**src/rtl/wbdepp_arbiter.sv**
```systemverilog
// Two-master pipelined Wishbone arbiter: DEPP bridge (A) and engine (B) share one bus,
// round-robin grants held for a whole CYC, with a watchdog that aborts unanswered cycles.
module wbdepp_arbiter #(
  parameter int AW      = 32,
  parameter int DW      = 32,
  parameter int TIMEOUT = 255,
  parameter int CNTW    = 4
) (
  input  logic          i_clk,
  input  logic          i_rst_n,
  input  logic          i_a_cyc,
  input  logic          i_a_stb,
  input  logic          i_a_we,
  input  logic [AW-1:0] i_a_addr,
  input  logic [DW-1:0] i_a_data,
  output logic          o_a_ack,
  output logic          o_a_stall,
  output logic          o_a_err,
  output logic [DW-1:0] o_a_data,
  input  logic          i_b_cyc,
  input  logic          i_b_stb,
  input  logic          i_b_we,
  input  logic [AW-1:0] i_b_addr,
  input  logic [DW-1:0] i_b_data,
  output logic          o_b_ack,
  output logic          o_b_stall,
  output logic          o_b_err,
  output logic [DW-1:0] o_b_data,
  output logic          o_wb_cyc,
  output logic          o_wb_stb,
  output logic          o_wb_we,
  output logic [AW-1:0] o_wb_addr,
  output logic [DW-1:0] o_wb_data,
  input  logic          i_wb_ack,
  input  logic          i_wb_stall,
  input  logic          i_wb_err,
  input  logic [DW-1:0] i_wb_data,
  output logic [1:0]    o_owner,
  output logic          o_timeout
);

  localparam int WDW = $clog2(TIMEOUT + 1);
  localparam logic [WDW-1:0] WD_MAX = WDW'(TIMEOUT);

  typedef enum logic [2:0] {S_IDLE, S_OWN_A, S_OWN_B, S_ABORT, S_DRAIN} state_t;

  state_t          state_q, state_d;
  // own_b_q doubles as the last-owner record used for round-robin in IDLE
  logic            own_b_q, own_b_d;
  logic [CNTW-1:0] cnt_q, cnt_d;
  logic [WDW-1:0]  wd_q, wd_d;
  logic            to_q, to_d;

  logic own_cyc, oth_cyc, own_stb, active, full, issue, resp;
  logic own_stall, own_ack, own_err;

  always_ff @(posedge i_clk or negedge i_rst_n) begin
    if (!i_rst_n) begin
      state_q <= S_IDLE;
      own_b_q <= 1'b1;
      cnt_q   <= '0;
      wd_q    <= '0;
      to_q    <= 1'b0;
    end else begin
      state_q <= state_d;
      own_b_q <= own_b_d;
      cnt_q   <= cnt_d;
      wd_q    <= wd_d;
      to_q    <= to_d;
    end
  end

  always_comb begin
    own_cyc   = own_b_q ? i_b_cyc : i_a_cyc;
    oth_cyc   = own_b_q ? i_a_cyc : i_b_cyc;
    own_stb   = own_b_q ? i_b_stb : i_a_stb;
    active    = (state_q == S_OWN_A) || (state_q == S_OWN_B);
    full      = &cnt_q;

    o_wb_cyc  = 1'b0;
    o_wb_stb  = 1'b0;
    o_wb_we   = 1'b0;
    o_wb_addr = '0;
    o_wb_data = '0;
    own_stall = 1'b1;
    own_ack   = 1'b0;
    own_err   = 1'b0;

    if (active) begin
      o_wb_cyc  = own_cyc;
      // A strobe offered while the counter is full is held off the bus and stalled
      o_wb_stb  = own_cyc & own_stb & ~full;
      o_wb_we   = own_b_q ? i_b_we   : i_a_we;
      o_wb_addr = own_b_q ? i_b_addr : i_a_addr;
      o_wb_data = own_b_q ? i_b_data : i_a_data;
      own_stall = i_wb_stall | full;
      own_ack   = i_wb_ack;
      own_err   = i_wb_err;
    end else if (state_q == S_ABORT) begin
      own_err   = 1'b1;
    end

    o_a_stall = 1'b1;
    o_a_ack   = 1'b0;
    o_a_err   = 1'b0;
    o_b_stall = 1'b1;
    o_b_ack   = 1'b0;
    o_b_err   = 1'b0;
    if (state_q != S_IDLE) begin
      if (own_b_q) begin
        o_b_stall = own_stall;
        o_b_ack   = own_ack;
        o_b_err   = own_err;
      end else begin
        o_a_stall = own_stall;
        o_a_ack   = own_ack;
        o_a_err   = own_err;
      end
    end

    o_a_data  = i_wb_data;
    o_b_data  = i_wb_data;
    o_owner   = (state_q == S_IDLE) ? 2'b00 : (own_b_q ? 2'b10 : 2'b01);
    o_timeout = to_q;

    issue = o_wb_stb & ~i_wb_stall;
    resp  = active & (i_wb_ack | i_wb_err);

    state_d = state_q;
    own_b_d = own_b_q;
    cnt_d   = cnt_q;
    wd_d    = wd_q;
    to_d    = to_q;

    case (state_q)
      S_IDLE: begin
        cnt_d = '0;
        wd_d  = '0;
        if (i_a_cyc && (!i_b_cyc || own_b_q)) begin
          state_d = S_OWN_A;
          own_b_d = 1'b0;
          to_d    = 1'b0;
        end else if (i_b_cyc) begin
          state_d = S_OWN_B;
          own_b_d = 1'b1;
          to_d    = 1'b0;
        end
      end
      S_OWN_A, S_OWN_B: begin
        if (!own_cyc) begin
          cnt_d = '0;
          wd_d  = '0;
          if (oth_cyc) begin
            state_d = own_b_q ? S_OWN_A : S_OWN_B;
            own_b_d = ~own_b_q;
            to_d    = 1'b0;
          end else begin
            state_d = S_IDLE;
          end
        end else begin
          if (issue && !resp)
            cnt_d = cnt_q + 1'b1;
          else if (!issue && resp && (cnt_q != '0))
            cnt_d = cnt_q - 1'b1;
          wd_d = ((cnt_q != '0) && !resp) ? wd_q + 1'b1 : '0;
          if (wd_d == WD_MAX) begin
            state_d = S_ABORT;
            to_d    = 1'b1;
            cnt_d   = '0;
            wd_d    = '0;
          end
        end
      end
      S_ABORT: state_d = S_DRAIN;
      S_DRAIN: if (!own_cyc) state_d = S_IDLE;
      default: state_d = S_IDLE;
    endcase
  end

endmodule

```
**config.mk**
```make
export PLATFORM = sky130hd
export DESIGN_NAME = wbdepp_arbiter
export DESIGN_NICKNAME = d
export VERILOG_FILES = /design/src/rtl/wbdepp_arbiter.sv
export SDC_FILE = /design/constraint.sdc
export NUM_CORES = 1
export LEC_CHECK = 0
export ABC_AREA = 1
export CAP_MARGIN = 15
export CELL_PAD_IN_SITES_DETAIL_PLACEMENT = 1
export CELL_PAD_IN_SITES_GLOBAL_PLACEMENT = 2
export CORE_UTILIZATION = 10
export CTS_CLUSTER_SIZE = 30
export DETAILED_ROUTE_END_ITERATION = 8
export PLACE_DENSITY = 0.74
export SLEW_MARGIN = 20
export SYNTH_ARGS = -nofsm -noshare
export SYNTH_HDL_FRONTEND = slang
export SYNTH_SLANG_ARGS = --single-unit
```
**constraint.sdc**
```tcl
create_clock -name i_clk -period 2 [get_ports i_clk]
set_clock_uncertainty 0.2 [all_clocks]
set_input_delay 0.4 -clock i_clk [delete_from_list [all_inputs] [get_ports i_clk]]
set_output_delay 0.4 -clock i_clk [all_outputs]
set_load 0.01 [all_outputs]
```
==> results of run 1 <==
==> critical path, delay by kind of cell, from the launching register on <==
| family | cells | cell delay [ns] |
|---|---|---|
| compound gates | 1 | 0.05 |
| flops | 1 | 0.57 |
| buf+inv | 6 | 0.82 |
| simple gates | 1 | 0.06 |
==> through the flow <==
step	power (mW)	cells	hold WS [ns]	TNS [ns]
CTS	7.68	1026	0.288	-16.07
global placement	6.99	1003	0.288	-37.44
global route	10.2	1055	0.311	-29.17
detailed placement	6.98	1003	0.285	-38.01
floorplan	3.43	478	-0.0956	-0.137
finish	9.47	1055	0.283	-23.10
==> state kept, by name, summed over array words and instances (netlist names) <==
register and flops:
wd_q 8, own_b_q 1, cnt_q 4, o_timeout 1
state_q 3
==> cells by family after synthesis <==
family | count (synthesis)
compound gates | 87
flops | 17
simple gates | 253
fa+ha+maj | 4
xor+xnor | 3
buf+inv | 114
==> worst min path at each step <==
stage,start,to,slack (ns),cells past startpoint
floorplan,i_rst_n,cnt_q[0]$_DFFE_PN0P_,-0.1,0
global placement,wd_q[7]$_DFFE_PN0P_,wd_q[7]$_DFFE_PN0P_,0.29,2
detailed placement,wd_q[7]$_DFFE_PN0P_,wd_q[7]$_DFFE_PN0P_,0.28,2
CTS,i_rst_n,wd_q[3]$_DFFE_PN0P_,0.29,2
global route,i_rst_n,wd_q[3]$_DFFE_PN0P_,0.31,2
finish,i_rst_n,wd_q[2]$_DFFE_PN0P_,0.28,2
==> layer usage <==
| metal | up-vias | track usage [%] | share of wire [%] |
|---|---|---|---|
| met2 | 149 | 17.7 | 50 |
| met5 | - | 0 | 0 |
| met3 | 22 | 1.93 | 5.3 |
| met4 | 0 | 1.95 | 1.5 |
| met1 | 1815 | 12.0 | 43 |
| li1 | 1935 | - | - |
==> area by class of cell <==
class / count / area, sq um / area share [%]
Clock buffer: 3 / 75.1 / 1.18
Clock inverter: 1 / 7.51 / 0.118
Inverter: 27 / 116 / 1.82
Multi-Input combinational cell: 348 / 2270 / 35.5
Sequential cell: 17 / 428 / 6.70
Tap cell: 341 / 427 / 6.68
Timing Repair Buffer: 318 / 3070 / 48.0
==> power by group <==
group          switching (mW)  internal (mW)
clock network           0.158          0.271
logic                    4.44           4.11
registers              0.0649          0.432
==> placed cells by master (no fill, tap or decap), types with 3 or more instances in the layout <==
cell and count:
nand2_1 138, clkdlybuf4s50_1 136, buf_2 66, buf_4 56, a21oi_2 44, nand2_4 37
nand2_2 25, buf_6 25, a21oi_1 22, inv_1 20, nor2_1 16, dfrtp_1 15
buf_12 13, clkbuf_16 9, nor2_2 8, nor2_4 8, nand3_1 8, buf_8 6
inv_2 5, o21ai_1 5, nand4_1 4, o21ai_0 4, dlygate4sd2_1 4, a21oi_4 3
nand3_2 3, xor2_1 3, o22ai_1 3, buf_16 3
==> repair_timing <==
item                       4_1_cts  5_1_grt
buffers inserted                14       28
gates cloned                     5        8
pin swaps                       20       34
setup endpoints to repair       91       90
resized for setup              354      168
==> results.cfg, run 1 <==
[cts]
cts.reportedPaths.clkPinSlew_ns = 0.06
clockRootBuffer = clkbuf_16
clock_path_buffers = 2
cts_hold_buffers = 0
cts_tree = built
htree_num_levels = 1
clock-sinks = 17
clock_latency_ns = 0.25
numCtsBuffers = 3

[synthesis]
synthMuxAreaShare_pct = 0
yosys_warnings = 0
yosysSeqAreaShare_pct = 15.5
synthArstFlopShare_pct = 100
synth_compound_area_share_pct = 17.1
syn_inst = 478
synth-edff-count = 0
ys_types = 37
synthTopCellsByCount = 194 x nand2_1, 67 x a21oi_1, 64 x buf_4, 28 x nor2_1, 24 x inv_1
synth_most_common_cell = nand2_1
synth_top_family_by_area = simple AND/OR/NAND/NOR gates
synth_area_leader_cell = nand2_1
synth_area_sq_um = 2750
synthTopCellsByArea = nand2_1 26%, buf_4 17%, dfrtp_1 15%, a21oi_1 12%, nor2_1 3.8%
synth_xor_area_share_pct = 0.955
synth-adder-area-share_pct = 2.09
ys_seq_elements = 17
synth_fp_nets = 653
syn_area_per_cell_sq_um = 5.76
synth_flop_cell = dfrtp_1
synth_simple_gate_area_share_pct = 39.7
synth_top_area_share_pct = 26.5

[global_routing]
overflow = 0
grt_max_degree = 38
grt_pass1_vias = 4072
track_usage_pct = 9.81
grt_pass1_wl_um = 21900
antenna_found_initial = 0

[placed_design]
pre_cts_ws_ns = -0.673
dp_hpwl_um = 10900
gp_congestion = 0.748
placed_area_sq_um = 5270
io_buffer_count = 214

[critical_path]
crit_type = register to output pin
arrival_ns = 1.77
crit_top_cell = buf_12
reg2reg_from = own_b_q$_DFFE_PN1P_
r2r_setup_slack_ns = -0.34
cp.required_ns = 1.40
critPathMaxFanout = 7
r2r_end = cnt_q[1]$_DFFE_PN0P_
startpoint = own_b_q$_DFFE_PN1P_
slowest_stage = dfstp_2
worstPathCellList = buf_8 -> clkinv_8 -> buf_12 -> buf_12 -> clkbuf_16 -> nand2_2 -> a21oi_2 -> buf_2
crit_end = o_wb_data[30]
max_stage_delay_ns = 0.57
critPathLaunchType = register
worstSetupEndpointType = output pin
reg2reg_depth = 13

[timing]
drv_slew = 0
rsz0062_at_grt = true
fmax_ghz = 0.422
min_period_over_period_pct = 118
hold_violations = 0
max_slew_margin_pct = 83.5
layout_setup_ws_ns = -0.369
worst_pin_slew_ns = 0.248
setup_viol = 84
period_needed_ns = 2.37

[route]
wire_per_inst_um = 14.9
avgViaCountPerCell = 3.72
drt_first_pass_iters = 4
postRouteAntennaNets = 0
route.vias.total = 3921
drc = 0
wl_um = 15700
drt_iter0_drc = 119

[floorplanning]
die-area_sq_um = 28200
floorplan.initialDensity_pct = 10.2
boundaryPins = 311
die_y_um = 168
rows = 60
coreArea_sq_um = 27000
fp.dieW_um = 168

[cells_and_area]
nets = 890
syn_to_final_growth_pct = 132
drive_gt1_share_pct = 46.4
post-route-util_pct = 23.7
postLayoutCellArea_sq_um = 6390
fillers = 3234
diodes = 0

[flow_run]
drv_cap = 0

[pwr]
leakagePower_nw = 2.91
ir_drop_v = 0.000378
p_per_area_nw_per_um2 = 1480

[outcome]
status = finished with violations
violations = setup timing

[worst_hold_path]
hp-class = input pin to async pin
Power figures use the tool's default switching activity.
==> inputs of run 2 (changes only) <==
- TNS_END_PERCENT: unset -> 30
==> run 2 against run 1 <==
Compared with the run above:
- the flow still finishes with violations (setup timing)
- register-to-register slack better by 0.02 ns
- cell count is 2.5% lower
- via count fell by 4.8%
- critical endpoint is now o_wb_addr[26]
- largest power group unchanged
==> results.cfg, run 2 (synthesis results as in run 1) <==
[pwr]
ir_drop_v = 0.000398
total_power_mw = 7.89
p_per_area_nw_per_um2 = 1390
leakagePower_nw = 2.58

[cells_and_area]
regMostFlops = wd_q
top_regs = wd_q: 8 flops, cnt_q: 4 flops, state_q: 3 flops
fillers = 3310
diodes = 0
final_cell_mix = 174 x nand2_1, 137 x clkdlybuf4s50_1, 55 x buf_4, 52 x a21oi_1, 27 x buf_2
final_cells = 1029
syn_to_final_growth_pct = 106
nets = 864
regArea_sq_um = 428
multiInputGateArea_sq_um = 1840
final_common_cell = nand2_1
largest_reg_flops = 8
drive_gt1_share_pct = 30.2

[global_routing]
track_usage_pct = 9.47
top_usage_layer = met2
globalRouteMet1Util_pct = 11.3
grt_pass1_wl_um = 21300
met2_usage_pct = 17.1
antenna_found_initial = 0
met3_usage_pct = 2.33
grt_pass1_vias = 4008
overflow = 0
grt_max_degree = 38

[route]
wl_um = 14400
avgViaCountPerCell = 3.63
drc = 0
drt_iter0_drc = 84
route.vias.total = 3734
postRouteAntennaNets = 0
drt_first_pass_iters = 4
wire_per_inst_um = 14.0

[timing]
layout_setup_ws_ns = -0.336
drv_slew = 0
period_needed_ns = 2.34
setup_viol = 89
worst_pin_slew_ns = 0.279
setup-tns-final_ns = -16.88
rsz0062_at_grt = true
min_period_over_period_pct = 117
fmax_ghz = 0.428
max_slew_margin_pct = 81.2
hold_violations = 0

[critical_path]
reg2reg_from = own_b_q$_DFFE_PN1P_
reg2reg_depth = 16
critPathMaxFanout = 6
critPathLaunchType = register
arrival_ns = 1.74
crit_type = register to output pin
cp.required_ns = 1.40
r2r_setup_slack_ns = -0.32
r2r_end = cnt_q[3]$_DFFE_PN0P_
worstSetupEndpointType = output pin

[cts]
cts.reportedPaths.clkPinSlew_ns = 0.06
clock-sinks = 17
htree_num_levels = 1
cts_tree = built
cts_hold_buffers = 0
clockRootBuffer = clkbuf_16
numCtsBuffers = 3
clock_path_buffers = 2
clock_latency_ns = 0.25

[placed_design]
io_buffer_count = 214
place_inst = 1003
gp_congestion = 0.748
dp_hpwl_um = 10900

[floorplanning]
coreArea_sq_um = 27000
fp.dieW_um = 168
die-area_sq_um = 28200
die_y_um = 168
boundaryPins = 311
rows = 60
floorplan.initialDensity_pct = 10.2

[flow_run]
drv_cap = 0

[outcome]
violations = setup timing
status = finished with violations

[worst_hold_path]
hp-class = input pin to async pin
## run 2: cell count changes in the layout (fill, tap and decap cells not counted), sizes merged, moves of 7 or more
cell	previous run	this run
buf	169	101
clkbuf	9	28
dlygate4sd2	4	19
clkdlybuf4s15	2	9
## run 2: worst max path at each step
stage / startpoint / to / slack [ns] / cells after the start
final: own_b_q$_DFFE_PN1P_ / o_wb_addr[26] / -0.34 / 7
after global routing: own_b_q$_DFFE_PN1P_ / cnt_q[3]$_DFFE_PN0P_ / -0.49 / 14
after CTS: own_b_q$_DFFE_PN1P_ / cnt_q[3]$_DFFE_PN0P_ / -0.39 / 16
after floorplan: state_q[1]$_DFFE_PN0P_ / cnt_q[3]$_DFFE_PN0P_ / -0.13 / 14
after detailed placement: i_b_cyc / cnt_q[3]$_DFFE_PN0P_ / -0.67 / 15
after global placement: i_b_cyc / cnt_q[3]$_DFFE_PN0P_ / -0.60 / 15
## run 2: through the flow
stage | instance area, sq um | hold WS (ns) | setup WS (ns) | utilization (%)
6_report | 5660 | 0.279 | -0.336 | 21.0
5_1_grt | 5660 | 0.306 | -0.492 | 21.0
4_1_cts | 5510 | 0.288 | -0.395 | 20.4
3_5_place_dp | 5270 | 0.285 | -0.673 | 19.5
3_3_place_gp | 5270 | 0.288 | -0.595 | 19.5
2_1_floorplan | 2770 | -0.0956 | -0.129 | -
## run 2: area by class of cell
cell class	instances	area share (%)
sequential	17	7.56
timing repair buffer	293	49.0
inverter	27	1.97
multi-input combinational	347	32.5
clock buffer	3	1.33
tap	341	7.54
clock inverter	1	0.133
## run 2: report_power, final
part           total, mW  internal (mW)  switching [mW]
sequential         0.495          0.432          0.0633
clock              0.424          0.270           0.154
combinational       6.97           3.26            3.71
## run 2: repair_timing
action	4_1_cts	5_1_grt
endpoints found under the setup margin	91	91
buffers inserted	4	11
resized for setup	129	162
cloned	3	4
pin swaps	6	14
## run 2: per-layer routing
metal,vias up,part of all wire [%]
met4,0,1.2
met1,1689,43
li1,1881,-
met3,19,6.7
met2,145,50
met5,-,0
## run 2: critical path, cell delays in order (launching register included)
cell and delay (ns):
dfstp_2 0.57, buf_8 0.15, inv_8 0.06, buf_12 0.14, buf_4 0.15, nand2_1 0.05, a21oi_1 0.05, dlygate4sd2_1 0.28
==> inputs of run 3 (changes only) <==
- CORE_ASPECT_RATIO: unset -> 1.2
==> run 3 against run 2 <==
Compared with the run above:
- the run still ends with setup timing left
- global-route usage grew 0.23 points
- non-clock buffer count is the same
- setup slack lost 0.10 ns
- maximum frequency shrank 4.1%
- die area is essentially flat
- critical path type unchanged
- sequential cell count is the same
- power shrank 4.0%
- via count grew 1.3%
- highest routed layer unchanged
- routed wire length is essentially flat
- sequential power is essentially flat
- largest cell class unchanged
- clock power shrank 1%
==> results.cfg, run 3 (synthesis results as in run 1) <==
[floorplanning]
die-area_sq_um = 28200
fp.dieW_um = 153
floorplan.initialDensity_pct = 10.2
coreArea_sq_um = 27100
rows = 66
boundaryPins = 311
die_y_um = 184

[route]
drc = 0
wl_um = 14400
wire_per_inst_um = 14.0
drt_first_pass_iters = 4
postRouteAntennaNets = 0
drt_iter0_drc = 64
avgViaCountPerCell = 3.68
route.vias.total = 3784

[pwr]
ir_drop_v = 0.000440
leakagePower_nw = 2.57
total_power_mw = 7.57
p_per_area_nw_per_um2 = 1350

[global_routing]
met3_usage_pct = 2.12
met2_usage_pct = 18.7
globalRouteMet1Util_pct = 10.5
grt_pass1_vias = 4030
top_usage_layer = met2
antenna_found_initial = 0
track_usage_pct = 9.70
grt_max_degree = 27
overflow = 0
grt_pass1_wl_um = 21500

[outcome]
status = finished with violations
violations = setup timing

[critical_path]
worstSetupEndpointType = output pin
worstPathCellList = buf_12 -> buf_6 -> inv_4 -> buf_12 -> buf_12 -> nand2_1 -> a21oi_1 -> dlygate4sd2_1
critPathMaxFanout = 18
slowest_stage = dfstp_2
cp.required_ns = 1.40
max_stage_delay_ns = 0.54
crit_type = register to output pin
arrival_ns = 1.84
critPathLaunchType = register
crit_top_cell = buf_12

[placed_design]
io_buffer_count = 214
pre_cts_ws_ns = -0.611
gp_congestion = 0.741
dp_hpwl_um = 11500
placed_area_sq_um = 5260
place_inst = 1004

[timing]
max_slew_margin_pct = 82.4
drv_slew = 0
min_period_over_period_pct = 122
fmax_ghz = 0.410
hold_ws_ns = 0.286
worst_pin_slew_ns = 0.263
layout_setup_ws_ns = -0.437
hold_violations = 0
setup_viol = 89
rsz0062_at_grt = true
period_needed_ns = 2.44

[cts]
clock_latency_ns = 0.25
clock-sinks = 17
cts.reportedPaths.clkPinSlew_ns = 0.06
numCtsBuffers = 3
clock_path_buffers = 2
cts_tree = built
clockRootBuffer = clkbuf_16
cts_hold_buffers = 0
htree_num_levels = 1

[worst_hold_path]
hp-class = input pin to async pin

[cells_and_area]
final_cell_mix = 181 x nand2_1, 137 x clkdlybuf4s50_1, 62 x buf_4, 59 x a21oi_1, 23 x buf_2
drive_gt1_share_pct = 28.4
largest_reg_flops = 8
final_cells = 1029
final_common_cell = nand2_1
postLayoutCellArea_sq_um = 5590
nets = 865
diodes = 0
top_regs = wd_q: 8 flops, cnt_q: 4 flops, state_q: 3 flops
regMostFlops = wd_q
syn_to_final_growth_pct = 103

[flow_run]
drv_cap = 0
[run 3: path summary, 6_finish.rpt]
path | startpoint | to | slack (ns) | cells after the start
max reg2reg | own_b_q$_DFFE_PN1P_ | cnt_q[3]$_DFFE_PN0P_ | -0.36 | 17
max | own_b_q$_DFFE_PN1P_ | o_wb_addr[8] | -0.44 | 8
min | i_rst_n | state_q[1]$_DFFE_PN0P_ | 0.29 | 2
max in group asynchronous | i_rst_n | own_b_q$_DFFE_PN1P_ | 1.05 | 2
min reg2reg | wd_q[7]$_DFFE_PN0P_ | wd_q[7]$_DFFE_PN0P_ | 0.32 | 2
min in group i_clk | wd_q[7]$_DFFE_PN0P_ | wd_q[7]$_DFFE_PN0P_ | 0.32 | 2
[run 3: worst max-delay path: cells and delay by family (launching register included)]
kind / cells / cell delay, ns
AOI/OAI and AO/OA: 1 / 0.05
buffers and inverters: 6 / 0.93
DFF: 1 / 0.54
and+or+nand+nor: 1 / 0.06
[run 3: what timing repair did]
action / in CTS / in global routing
gates cloned: 2 / 1
endpoints found under the hold margin: 0 / 0
setup buffers: 11 / 11
endpoints found under the setup margin: 90 / 91
resized for setup: 169 / 111
pin swaps: 3 / 19
[run 3: metrics by stage]
step / util, % / setup TNS [ns]
4_1_cts: 20.1 / -23.09
3_5_place_dp: 19.4 / -32.03
3_3_place_gp: 19.4 / -31.06
2_1_floorplan: - / -0.137
6_report: 20.6 / -22.13
5_1_grt: 20.6 / -30.18
[run 3: layout make-up]
type | instances | area (sq um)
timing repair buffer | 293 | 2720
multi-input combinational | 348 | 1840
inverter | 27 | 106
tap | 340 | 425
sequential | 17 | 428
clock inverter | 1 | 5.00
fill | 3353 | 21500
clock buffer | 3 | 75.1
[run 3: routing by layer]
| metal | wire (um) | vias up | share of wire, % |
|---|---|---|---|
| li1 | - | 1875 | - |
| met1 | 5460 | 1745 | 38 |
| met2 | 7640 | 136 | 53 |
| met3 | 960 | 28 | 6.7 |
| met4 | 318 | 0 | 2.2 |
| met5 | 0 | - | 0 |
[run 3: power by group]
part | leakage [nW] | internal, mW | switching [mW]
Combinational | 2.31 | 3.06 | 3.60
Sequential | 0.227 | 0.431 | 0.0624
Clock | 0.0409 | 0.268 | 0.151
Total | 2.57 | 3.76 | 3.81
